--- src/rtl/fsm_pkg.sv ---
// Shared encodings for the FSM-sharing arbiter: one-hot controller states and x/y symbol constants.
package fsm_pkg;

    typedef enum logic [3:0] {
        ARB_IDLE  = 4'b0001,
        ARB_CLR   = 4'b0010,
        ARB_BUSY  = 4'b0100,
        ARB_DRAIN = 4'b1000
    } arb_state_e;

    // Symbols are packed {x, y}
    localparam logic [1:0] SYM_X    = 2'b10;
    localparam logic [1:0] SYM_Y    = 2'b01;
    localparam logic [1:0] SYM_NONE = 2'b00;

endpackage

--- src/rtl/dff.sv ---
// Enabled D flip-flop with asynchronous active-high reset to a parameterised value.
module dff #(
    parameter int             W       = 1,
    parameter logic [W-1:0]   RST_VAL = '0
) (
    input  logic         clk,
    input  logic         rst,
    input  logic         en,
    input  logic [W-1:0] d,
    output logic [W-1:0] q
);

    always_ff @(posedge clk or posedge rst) begin
        if (rst)
            q <= RST_VAL;
        else if (en)
            q <= d;
    end

endmodule

--- src/rtl/fsm_rr_pick.sv ---
// Round-robin pick: rotate req so the pointer lands at bit 0, take the lowest set bit,
// then rotate the index back into requester space.
module fsm_rr_pick #(
    parameter int NREQ = 4,
    parameter int IDW  = 2
) (
    input  logic [NREQ-1:0] req,
    input  logic [IDW-1:0]  ptr,
    output logic [NREQ-1:0] pick,
    output logic [IDW-1:0]  idx
);

    localparam int SW = IDW + 1;

    logic [2*NREQ-1:0] dbl;
    logic [NREQ-1:0]   rot;
    logic [IDW-1:0]    ridx;
    logic              found;
    logic [SW-1:0]     sum;

    always_comb begin
        dbl   = {req, req} >> ptr;
        rot   = dbl[NREQ-1:0];
        ridx  = '0;
        found = 1'b0;
        for (int i = NREQ - 1; i >= 0; i--) begin
            if (rot[i]) begin
                ridx  = IDW'(i);
                found = 1'b1;
            end
        end
        // ptr and ridx are both below NREQ, so a single conditional subtract wraps the sum
        sum = {1'b0, ridx} + {1'b0, ptr};
        if (sum >= SW'(NREQ))
            sum = sum - SW'(NREQ);
        idx  = sum[IDW-1:0];
        pick = found ? (NREQ'(1) << idx) : '0;
    end

endmodule

--- src/rtl/fsm_share_arb.sv ---
// Round-robin arbiter lending one shared x/y sequence FSM to NREQ requesters, clearing it per owner.
// Optional macro BURST_LIMIT_EN caps each grant at MAX_BURST accepted symbols.
module fsm_share_arb
    import fsm_pkg::*;
#(
    parameter int NREQ      = 4,
    parameter int MAX_BURST = 8,
    parameter int IDW       = 2
) (
    input  logic              clk,
    input  logic              rst,
    input  logic [NREQ-1:0]   req,
    input  logic [2*NREQ-1:0] sym,
    input  logic [NREQ-1:0]   last,
    output logic [NREQ-1:0]   gnt,
    output logic              fsm_x,
    output logic              fsm_y,
    output logic              fsm_clr,
    input  logic              fsm_z,
    output logic              resp_valid,
    output logic              resp_z,
    output logic [IDW-1:0]    resp_id
);

    arb_state_e      state, state_nxt;
    logic [3:0]      state_q;
    logic [IDW-1:0]  owner, ptr, ptr_nxt;
    logic [NREQ-1:0] pick, own_onehot;
    logic [IDW-1:0]  pick_idx;
    logic            own_req, own_last;
    logic [1:0]      own_sym;
    logic            accept, at_limit;

    fsm_rr_pick #(.NREQ(NREQ), .IDW(IDW)) u_pick (
        .req  (req),
        .ptr  (ptr),
        .pick (pick),
        .idx  (pick_idx)
    );

    dff #(.W(4), .RST_VAL(ARB_IDLE)) u_state (
        .clk(clk), .rst(rst), .en(1'b1), .d(state_nxt), .q(state_q)
    );
    assign state = arb_state_e'(state_q);

    dff #(.W(IDW)) u_owner (
        .clk(clk), .rst(rst), .en((state == ARB_IDLE) && (|pick)), .d(pick_idx), .q(owner)
    );

    // Pointer only moves when a burst completes, so each requester gets one burst per round
    assign ptr_nxt = (owner == IDW'(NREQ - 1)) ? '0 : owner + IDW'(1);
    dff #(.W(IDW)) u_ptr (
        .clk(clk), .rst(rst), .en(state == ARB_DRAIN), .d(ptr_nxt), .q(ptr)
    );

    always_comb begin
        own_req  = 1'b0;
        own_last = 1'b0;
        own_sym  = SYM_NONE;
        for (int i = 0; i < NREQ; i++) begin
            if (owner == IDW'(i)) begin
                own_req  = req[i];
                own_last = last[i];
                own_sym  = sym[2*i +: 2];
            end
        end
    end

    assign own_onehot = NREQ'(1) << owner;
    assign accept     = (state == ARB_BUSY) && own_req;

`ifdef BURST_LIMIT_EN
    localparam int CW = $clog2(MAX_BURST + 1);

    logic [CW-1:0] cnt, cnt_nxt;

    always_comb begin
        cnt_nxt = cnt;
        if (state == ARB_DRAIN)
            cnt_nxt = '0;
        else if (accept)
            cnt_nxt = cnt + CW'(1);
    end

    dff #(.W(CW)) u_cnt (
        .clk(clk), .rst(rst), .en(1'b1), .d(cnt_nxt), .q(cnt)
    );

    // The accept that fills the burst ends it
    assign at_limit = (cnt == CW'(MAX_BURST - 1));
`else
    assign at_limit = 1'b0;
`endif

    always_comb begin
        state_nxt = state;
        gnt       = '0;
        fsm_clr   = 1'b0;
        fsm_x     = 1'b0;
        fsm_y     = 1'b0;
        case (state)
            ARB_IDLE: begin
                if (|pick)
                    state_nxt = ARB_CLR;
            end
            ARB_CLR: begin
                gnt       = own_onehot;
                fsm_clr   = 1'b1;
                state_nxt = ARB_BUSY;
            end
            ARB_BUSY: begin
                gnt = own_onehot;
                if (accept) begin
                    {fsm_x, fsm_y} = own_sym;
                    if (own_last || at_limit)
                        state_nxt = ARB_DRAIN;
                end
            end
            ARB_DRAIN: state_nxt = ARB_IDLE;
            default:   state_nxt = ARB_IDLE;
        endcase
    end

    dff #(.W(1)) u_resp_valid (
        .clk(clk), .rst(rst), .en(1'b1), .d(accept), .q(resp_valid)
    );
    dff #(.W(IDW)) u_resp_id (
        .clk(clk), .rst(rst), .en(accept), .d(owner), .q(resp_id)
    );

    // The FSM registers z on the accepting edge, so it already lines up with resp_valid
    assign resp_z = fsm_z;

endmodule

--- config.mk ---
export PLATFORM = sky130hd
export DESIGN_NAME = fsm_share_arb
export DESIGN_NICKNAME = d
export VERILOG_FILES = /design/src/rtl/fsm_pkg.sv /design/src/rtl/dff.sv /design/src/rtl/fsm_rr_pick.sv /design/src/rtl/fsm_share_arb.sv
export SDC_FILE = /design/constraint.sdc
export NUM_CORES = 1
export LEC_CHECK = 0
export CORE_UTILIZATION = 51
export DETAILED_ROUTE_END_ITERATION = 16
export GPL_ROUTABILITY_DRIVEN = 0
export GPL_TIMING_DRIVEN = 0
export PLACE_DENSITY = 0.85
export SYNTH_ARGS = -nofsm -noshare
export SYNTH_HDL_FRONTEND = slang
export SYNTH_HIERARCHICAL = 1
export SYNTH_SLANG_ARGS = --single-unit
--- constraint.sdc ---
create_clock -name clk -period 5.4 [get_ports clk]
set_input_delay 0.81 -clock clk [delete_from_list [all_inputs] [get_ports clk]]
set_output_delay 0.81 -clock clk [all_outputs]
set_load 0.05 [all_outputs]
# [After elaboration in Yosys (flattened, before gate mapping)]
# Cells that the tools add are included.
[totals] regBits=11 latchBits=0 ramBits=0 romBits=0 inputBits=19 output_inout_bits=11 wordCells=61 n_memories=0
[op_classes] add_sub_neg=3 multipliers=0 div=0 n_lt_le_gt_ge=1 eq_ne=10 n_shift=3 n_mux=33 bitwise_logic=0 reduce_logical=6
[ops] op="2-bit two-way mux" count=10
[ops] op="4-bit two-way mux" count=5
[ops] op="1-bit two-way mux" count=17
[ops] op="4-bit case mux with 3 select lines" count=1
[ops] op="1-bit by 2-bit left shift with 4-bit output, first input constant" count=2
[ops] op="8-bit by 2-bit >> shifter with 4-bit output" count=1
[ops] op="2-bit equality test, second input constant" count=2
[ops] op="4-bit by 1-bit equality test with 1-bit output, second input constant" count=1
[ops] op="4-bit by 2-bit equality test with 1-bit output, second input constant" count=1
[ops] op="4-bit by 3-bit equality test with 1-bit output, second input constant" count=1
[ops] op="4-bit equality test, second input constant" count=1
[ops] op="2-bit inequality test, second input constant" count=2
[ops] op="4-bit OR reduction" count=1
[ops] op="2-bit by 2-bit adder with 3-bit output" count=1
[ops] op="3-bit >= comparator, second input constant" count=1
[ops] op="3-bit AND reduction" count=1
[ops] op="2-bit by 1-bit adder with 2-bit output, second input constant" count=1
[ops] op="2-bit by 1-bit equality test with 1-bit output, second input constant" count=1
[ops] op="1-bit logical AND" count=2
[ops] op="2-bit logical NOT" count=1
[ops] op="2-bit by 1-bit inequality test with 1-bit output, second input constant" count=1
[ops] op="2-bit OR reduction" count=1
[ops] op="2-bit by 1-bit subtractor with 2-bit output, second input constant" count=1

# [Longest topological paths before layout]
[depth] word_depth=13 mapped_depth=13

# [Modules after synthesis]
# The synthesis kept the hierarchy.
[modules_own_cells] mod="fsm_share_arb" instances=1 cells_per_inst=49 area_each_um2=345.3
[modules_own_cells] mod="fsm_rr_pick" instances=1 cells_per_inst=39 area_each_um2=296.5
[modules_own_cells] mod="dff (u_owner ...)" instances=3 cells_per_inst=5 area_each_um2=76.3
[modules_own_cells] mod="dff (u_state)" instances=1 cells_per_inst=9 area_each_um2=150.1
[modules_own_cells] mod="dff (u_resp_valid)" instances=1 cells_per_inst=3 area_each_um2=43.8

# [Least setup slack after synthesis]
# No wires, ideal clock.
[synth_path] kind="register to output" startpoint="reg u_state.q[3]" endpoint="out fsm_clr" t_arrival_ns=2.078 required_time_ns=4.590 slack_ns=2.512 path_stages_with_launch=2 path_cell_list="dfrtp_1 > nor4b_1"
[synth_between] elab_chain_len=2
[synth_lines] element="from (decl)" line_no="dff.sv:10" text="output logic [W-1:0] q"
[synth_lines] element="from (signal assigned)" line_no="dff.sv:15" text="q <= RST_VAL;"
[synth_lines] element="from (signal assigned)" line_no="dff.sv:17" text="q <= d;"
[synth_lines] element="4-bit by 2-bit equality test with 1-bit output" line_no="fsm_share_arb.sv:101" text="case (state)"
[synth_lines] element="1-bit two-way mux" line_no="fsm_share_arb.sv:101"
[synth_lines] element="to (decl)" line_no="fsm_share_arb.sv:18" text="output logic fsm_clr,"
# Every way passes these cells.

# [Worst setup path after layout]
[layout_path] startpoint="in req[1]" endpoint="out fsm_x"
[layout_between] elab_chain_len=6
[layout_lines] element="from (decl)" line_no="fsm_share_arb.sv:12" text="input logic [NREQ-1:0] req,"
[layout_lines] element="1-bit two-way mux (3 in series)" line_no="fsm_share_arb.sv:61" text="if (owner == IDW'(i)) begin"
[layout_lines] element="1-bit logical AND" line_no="fsm_share_arb.sv:70" text="assign accept = (state == ARB_BUSY) && own_req;"
[layout_lines] element="1-bit two-way mux" line_no="fsm_share_arb.sv:113" text="if (accept) begin"
[layout_lines] element="1-bit two-way mux" line_no="fsm_share_arb.sv:101"
[layout_lines] element="to (decl)" line_no="fsm_share_arb.sv:16" text="output logic fsm_x,"
# Every way passes these cells.

==> flow_summary.ini <==
[cts]
root_buffer = clkbuf_4
cts_setup_buffers = 0
holdBufCountCts = 0
cts.clk_slew.worst_paths_ns = 0.07
htreeDepth = 1
clock_latency_ns = 0.26
cts_made_buffers = 3
cts.sinks = 11
cts_tree = built
post_cts_resized = 0
clockBufferDepth = 2

[power]
vdd_drop_max_uv = 320
powerDensity_mw_per_mm2 = 441
cellLeakagePower_nw = 0.635

[critical_path]
reg2reg_from = u_ptr/q[0]
rrSetupSlack_ns = 2.43
crit_fanout = 8
cp-end-kind = primary output
reg2reg_depth = 12
rr_endpoint = u_owner/q[1]
crit_type = input port to primary output
start_kind = input port
worstPathArrival_ns = 2.96
worstPathRequired_ns = 4.59

[global_routing]
grt_max_degree = 11
grt_pass1_wl_um = 3510
grt_pass1_vias = 845
antenna_found_initial = 0
grt-ovfl-total = 0
track_usage = 0.215

[cells_and_area]
final_common_cell = clkdlybuf4s50_1
diodes = 0
postLayoutCoreUtil = 0.724
final_nets = 176
area_growth_pct = 33.4
drive_gt1_frac = 0.185
layout_common_cells = 28 x clkdlybuf4s50_1, 13 x inv_1, 10 x mux2_2, 10 x dfrtp_1, 9 x nand2_1

[timing]
report.final.hold_viol_count = 0
min_period_ns = 3.77
fin_tns_setup_ns = 0
relSlewSlack = 0.617
rsz0062_at_grt = no
fmax_mhz = 265
timing.final.crit_share = 0.699
worst_pin_slew_ns = 0.570
fin_worst_skew_ns = 0.00282
setup_viol = 0
slew_viol_final = 0

[hold_path]
min_from = u_resp_id/q[0]
worstHoldPathType = register to register
worstHoldPathCells = 1
worstHoldEndpoint = u_resp_id/q[0]

[floorplanning]
initial_utilization = 0.543
die_h_um = 47.7
core_area_mm2 = 0.00196
io_pins = 30
die_area_mm2 = 0.00227
die_x_um = 47.7
rows = 16

[outcome]
status = complete, no violations

[route]
num_vias = 939
vias_per_cell = 5.28
wl_per_cell_um = 13.0
drc = 0
first_pass_iters = 4
ant_nets = 0
drt_iter0_drc = 10
drt-total-wl_um = 2320

[synthesis]
synth.distinct_cells = 42
ys_seq_elements = 11
synth_edf_count = 0
netlist_area_mm2 = 0.00106
ys_warn_count = 6
synth_cells = 115
ys_seq_area_frac = 0.260
async_reset_ff_frac = 1.00
avgSynthCellArea_um2 = 9.26
ys.flop_type = dfrtp_1

[run]
cap_violations = 0

[place]
dp_hpwl_um = 1870
portBuffers = 28
-- flip-flops by register name, indices dropped and copies added, names as in the netlist --
signal and cells:
u_state/q 4, u_owner/q 2, u_ptr/q 2, u_resp_id/q 2
u_resp_valid/q 1
-- where the power goes --
group | switching, mW | total [mW] | internal [mW]
Clock | 0.0250 | 0.0534 | 0.0285
Sequential | 0.0381 | 0.154 | 0.116
Combinational | 0.226 | 0.419 | 0.193
-- worst max-delay path by stage --
stage | from | to | slack [ns] | depth (start not counted)
3_3_place_gp | req[2] | fsm_x | 1.69 | 6
4_1_cts | req[1] | fsm_x | 1.62 | 6
2_1_floorplan | u_state/q[3] | fsm_clr | 2.51 | 1
6_report | req[1] | fsm_x | 1.63 | 6
3_5_place_dp | req[2] | u_owner/q[0] | 1.61 | 12
5_1_grt | req[1] | fsm_x | 1.52 | 6
-- area by class of cell --
| class | count | area [um2] |
|---|---|---|
| Tap cell | 27 | 33.8 |
| Clock buffer | 4 | 26.3 |
| Sequential cell | 11 | 277 |
| Buffer | 6 | 46.3 |
| Inverter | 13 | 48.8 |
| Multi-Input combinational cell | 89 | 708 |
| Timing Repair Buffer | 28 | 280 |
| Fill cell | 174 | 542 |
-- critical path, cell delays in order --
cell and delay (ns):
clkdlybuf4s50_1 0.62, a21oi_1 0.13, a221oi_2 0.27, o21ai_2 0.14, a21oi_1 0.17, clkdlybuf4s50_1 0.83
-- metrics by stage --
step / hold WS [ns] / cell area (um2) / total power [mW] / instances / worst slack, ns
final: 0.516 / 1420 / 0.626 / 178 / 1.63
after global routing: 0.529 / 1420 / 0.672 / 178 / 1.52
after CTS: 0.519 / 1420 / 0.629 / 178 / 1.62
after detailed placement: 0.495 / 1390 / 0.571 / 174 / 1.61
after global placement: 0.494 / 1390 / 0.553 / 174 / 1.69
after floorplan: 0.504 / 1080 / 0.467 / 119 / 2.51
-- cells by family (layout without fill, tap and decap cells) --
logic type / count (synthesis) / count (layout) / share of synthesized area
simple gates: 36 / 36 / 0.204
compound gates: 22 / 22 / 0.175
buf+inv: 19 / 51 / 0.0893
mux: 17 / 17 / 0.176
flops: 11 / 11 / 0.260
fa+ha+maj: 5 / 5 / 0.0588
xor+xnor: 4 / 4 / 0.0329
other cells: 1 / 5 / 0.00352
-- synth_stat cells (all sizes together), types with 2 or more instances --
master | count | area [um2]
xnor2 | 3 | 26.3
dfrtp | 10 | 250
nand2b | 4 | 25.0
nor4 | 3 | 18.8
ha | 5 | 62.6
buf | 5 | 42.5
and2 | 5 | 31.3
nor3 | 2 | 15.0
nor2 | 5 | 18.8
nor4b | 3 | 32.5
nand2 | 9 | 33.8
a211o | 2 | 17.5
o221ai | 2 | 17.5
a21oi | 5 | 25.0
inv | 13 | 48.8
a221oi | 3 | 32.5
mux2i | 6 | 60.1
mux2 | 11 | 128
o21ai | 4 | 23.8
-- routing by layer --
layer,share of wire,track usage
met3,0.054,0.0226
met5,0,0
met2,0.50,0.376
met1,0.44,0.269
met4,0.010,0.0889
Power figures use the tool's default switching activity.
==> variant (same flow settings) <==
Add a define of `BURST_LIMIT_EN`.
--- a/src/rtl/fsm_share_arb.sv
+++ b/src/rtl/fsm_share_arb.sv
@@ -1,4 +1,6 @@
 // Round-robin arbiter lending one shared x/y sequence FSM to NREQ requesters, clearing it per owner.
 // Optional macro BURST_LIMIT_EN caps each grant at MAX_BURST accepted symbols.
+`define BURST_LIMIT_EN
+
 module fsm_share_arb
     import fsm_pkg::*;
Function: no difference found for any inputs over 10 cycles, from zero or initial values and one cycle with rst high; that may be too few to reach the edited logic, so the function may still have changed.
==> variant against the original RTL <==
  * Non-clock buffer count stayed put
  * Synthesized area grew 28%
  * First-iteration DRC count is 20% higher
  * Sequential cell count increased by 4
  * Worst setup slack got worse by 0.019 ns
  * Synthesized cell count increased by 24%
  * Combinational power rose by 5.7%
  * Sequential power grew 26%
  * Final cell count grew 20%
  * Design area up 23%
  * Total power grew 11%
  * Routed wire length up 24%
  * Largest cell class unchanged
==> variant: results (changes against the original RTL) <==
Run status
  • Outcome: finished, final reports clean

Clock network
  • Clock Latency Late Sink: 0.28 ns (+0.02 ns)
  • Clock slew at reported path FFs: 0.08 ns
  • CTS Buf Count: 3 (unchanged)
  • Post_cts resized: 0 (unchanged)

Logic synthesis
  • Synthesis Warnings: 6 (unchanged)
  • Complex-gate fraction of the synthesized area: 0.165 (-0.0103)
  • Multiplexer share of the synthesized area: 0.181 (+0.00506)
  • Sequential share of the synthesized area: 0.276 (+0.0159)
  • Ranking of synthesized cells by area: dfrtp_1 26%, mux2_2 12%, ha_1 5.5%
  • Post-synthesis xor/xnor area fraction: 0.0256 (-0.00726)
  • Commonest cells post-synth: 17 x inv_1, 14 x dfrtp_1, 14 x mux2_2, 9 x nand2_1
  • Cell variety after synth: 49 (+17%)
  • Post-Synth Adder-Cell Area: 0.0549 (-0.00381)
  • Cells after Synth: 143 (+24%)

Drt
  • WL met1: 1230 µm (+21%)
  • Drt initial violations: 12 (+2)
  • Metal3 WL: 135 µm (+8.0%)
  • Wire length per cell: 13.5 µm (+3.7%)
  • Via density: 5.39 (+2.2%)
  • Vias: 1148 (+22%)
  • Met2 WL: 1470 µm (+28%)
  • Pre-antenna DRT Iters: 4 (unchanged)

Layout
  • Inverters excl. clock: 17 (+4)
  • FILL cells: 200 (+15%)
  • Buffers excl. clock: 34 (unchanged)
  • Final non-clock buffer share: 0.191 (-0.0387)
  • Multi-input gate count: 113 (+27%)
  • Share of layout cells above drive strength 1: 0.191 (+0.00583)
  • Number of sequential cells: 15 (+4)
  • Finished Core Util: 0.696 (-0.0277)
  • Clock-cell share: 0.0151 (-0.00341)
  • Nets@finish: 209 (+19%)
  • Sequential share of cell area: 0.216 (+0.0217)
  • Fraction of area in multi-input gates: 0.519 (+0.0204)

GRT
  • GR Util met1: 0.247 (-0.0217)
  • GR Layer Usage met3: 0.0254 (+0.00278)
  • Largest net degree at the start of global routing: 11 (unchanged)
  • Grt met2 use: 0.414 (+0.0379)
  • GRT Util Overall: 0.222 (+0.00664)
  • First-pass GRT wire length: 4600 µm (+31%)

Timing
  • Max_slew headroom: 0.298 (-0.319)
  • Final clock skew: 0.00166 ns (-0.00116 ns)
  • Final worst slack: 1.61 ns (-0.0187 ns)

Placed design
  • Area after DPL: 0.00171 mm² (+23%)
  • HPWL Detailed: 2320 µm (+24%)
  • Dpl cells: 209 (+20%)

Power and ir drop
  • Pleak: 0.770 nW (+21%)
  • Pwr/cell area: 401 mW/mm² (-9.0%)
  • Worst vdd ir: 0.000312 V (-2.5%)

Worst setup path
  • Worst Path Arrival: 2.98 ns (+0.02 ns)
  • Worst flop-to-flop path endpoint: u_owner/q[0]
  • Critical Path Fanout Max: 8 (unchanged)
  • R2R setup slack: 2.54 ns (+0.11 ns)
  • Critical Path Max Stage Delay: 0.70 ns (-0.13 ns)
  • Setup crit end: fsm_y

Hold path
  • Worst min path class: flop to flop
==> variant: cell count changes after synthesis, moves of 3 or more <==
cell     before  now
o21ai_0       2    5
mux2_2       10   14
dfrtp_1      10   14
inv_1        13   17
==> variant: how the worst min path moves through the flow <==
stage	from	to	slack (ns)
6_report	u_resp_id/q[1]	u_resp_id/q[1]	0.52
5_1_grt	u_resp_id/q[1]	u_resp_id/q[1]	0.53
4_1_cts	u_resp_id/q[0]	u_resp_id/q[0]	0.52
3_5_place_dp	u_resp_id/q[0]	u_resp_id/q[0]	0.50
3_3_place_gp	u_resp_id/q[1]	u_resp_id/q[1]	0.49
2_1_floorplan	u_ptr/q[1]	u_ptr/q[1]	0.50
==> variant: where the power goes <==
group          switching [mW]  leakage [nW]  internal, mW
Combinational           0.234         0.555         0.209
Sequential             0.0437         0.200         0.150
Clock                  0.0327        0.0150        0.0286
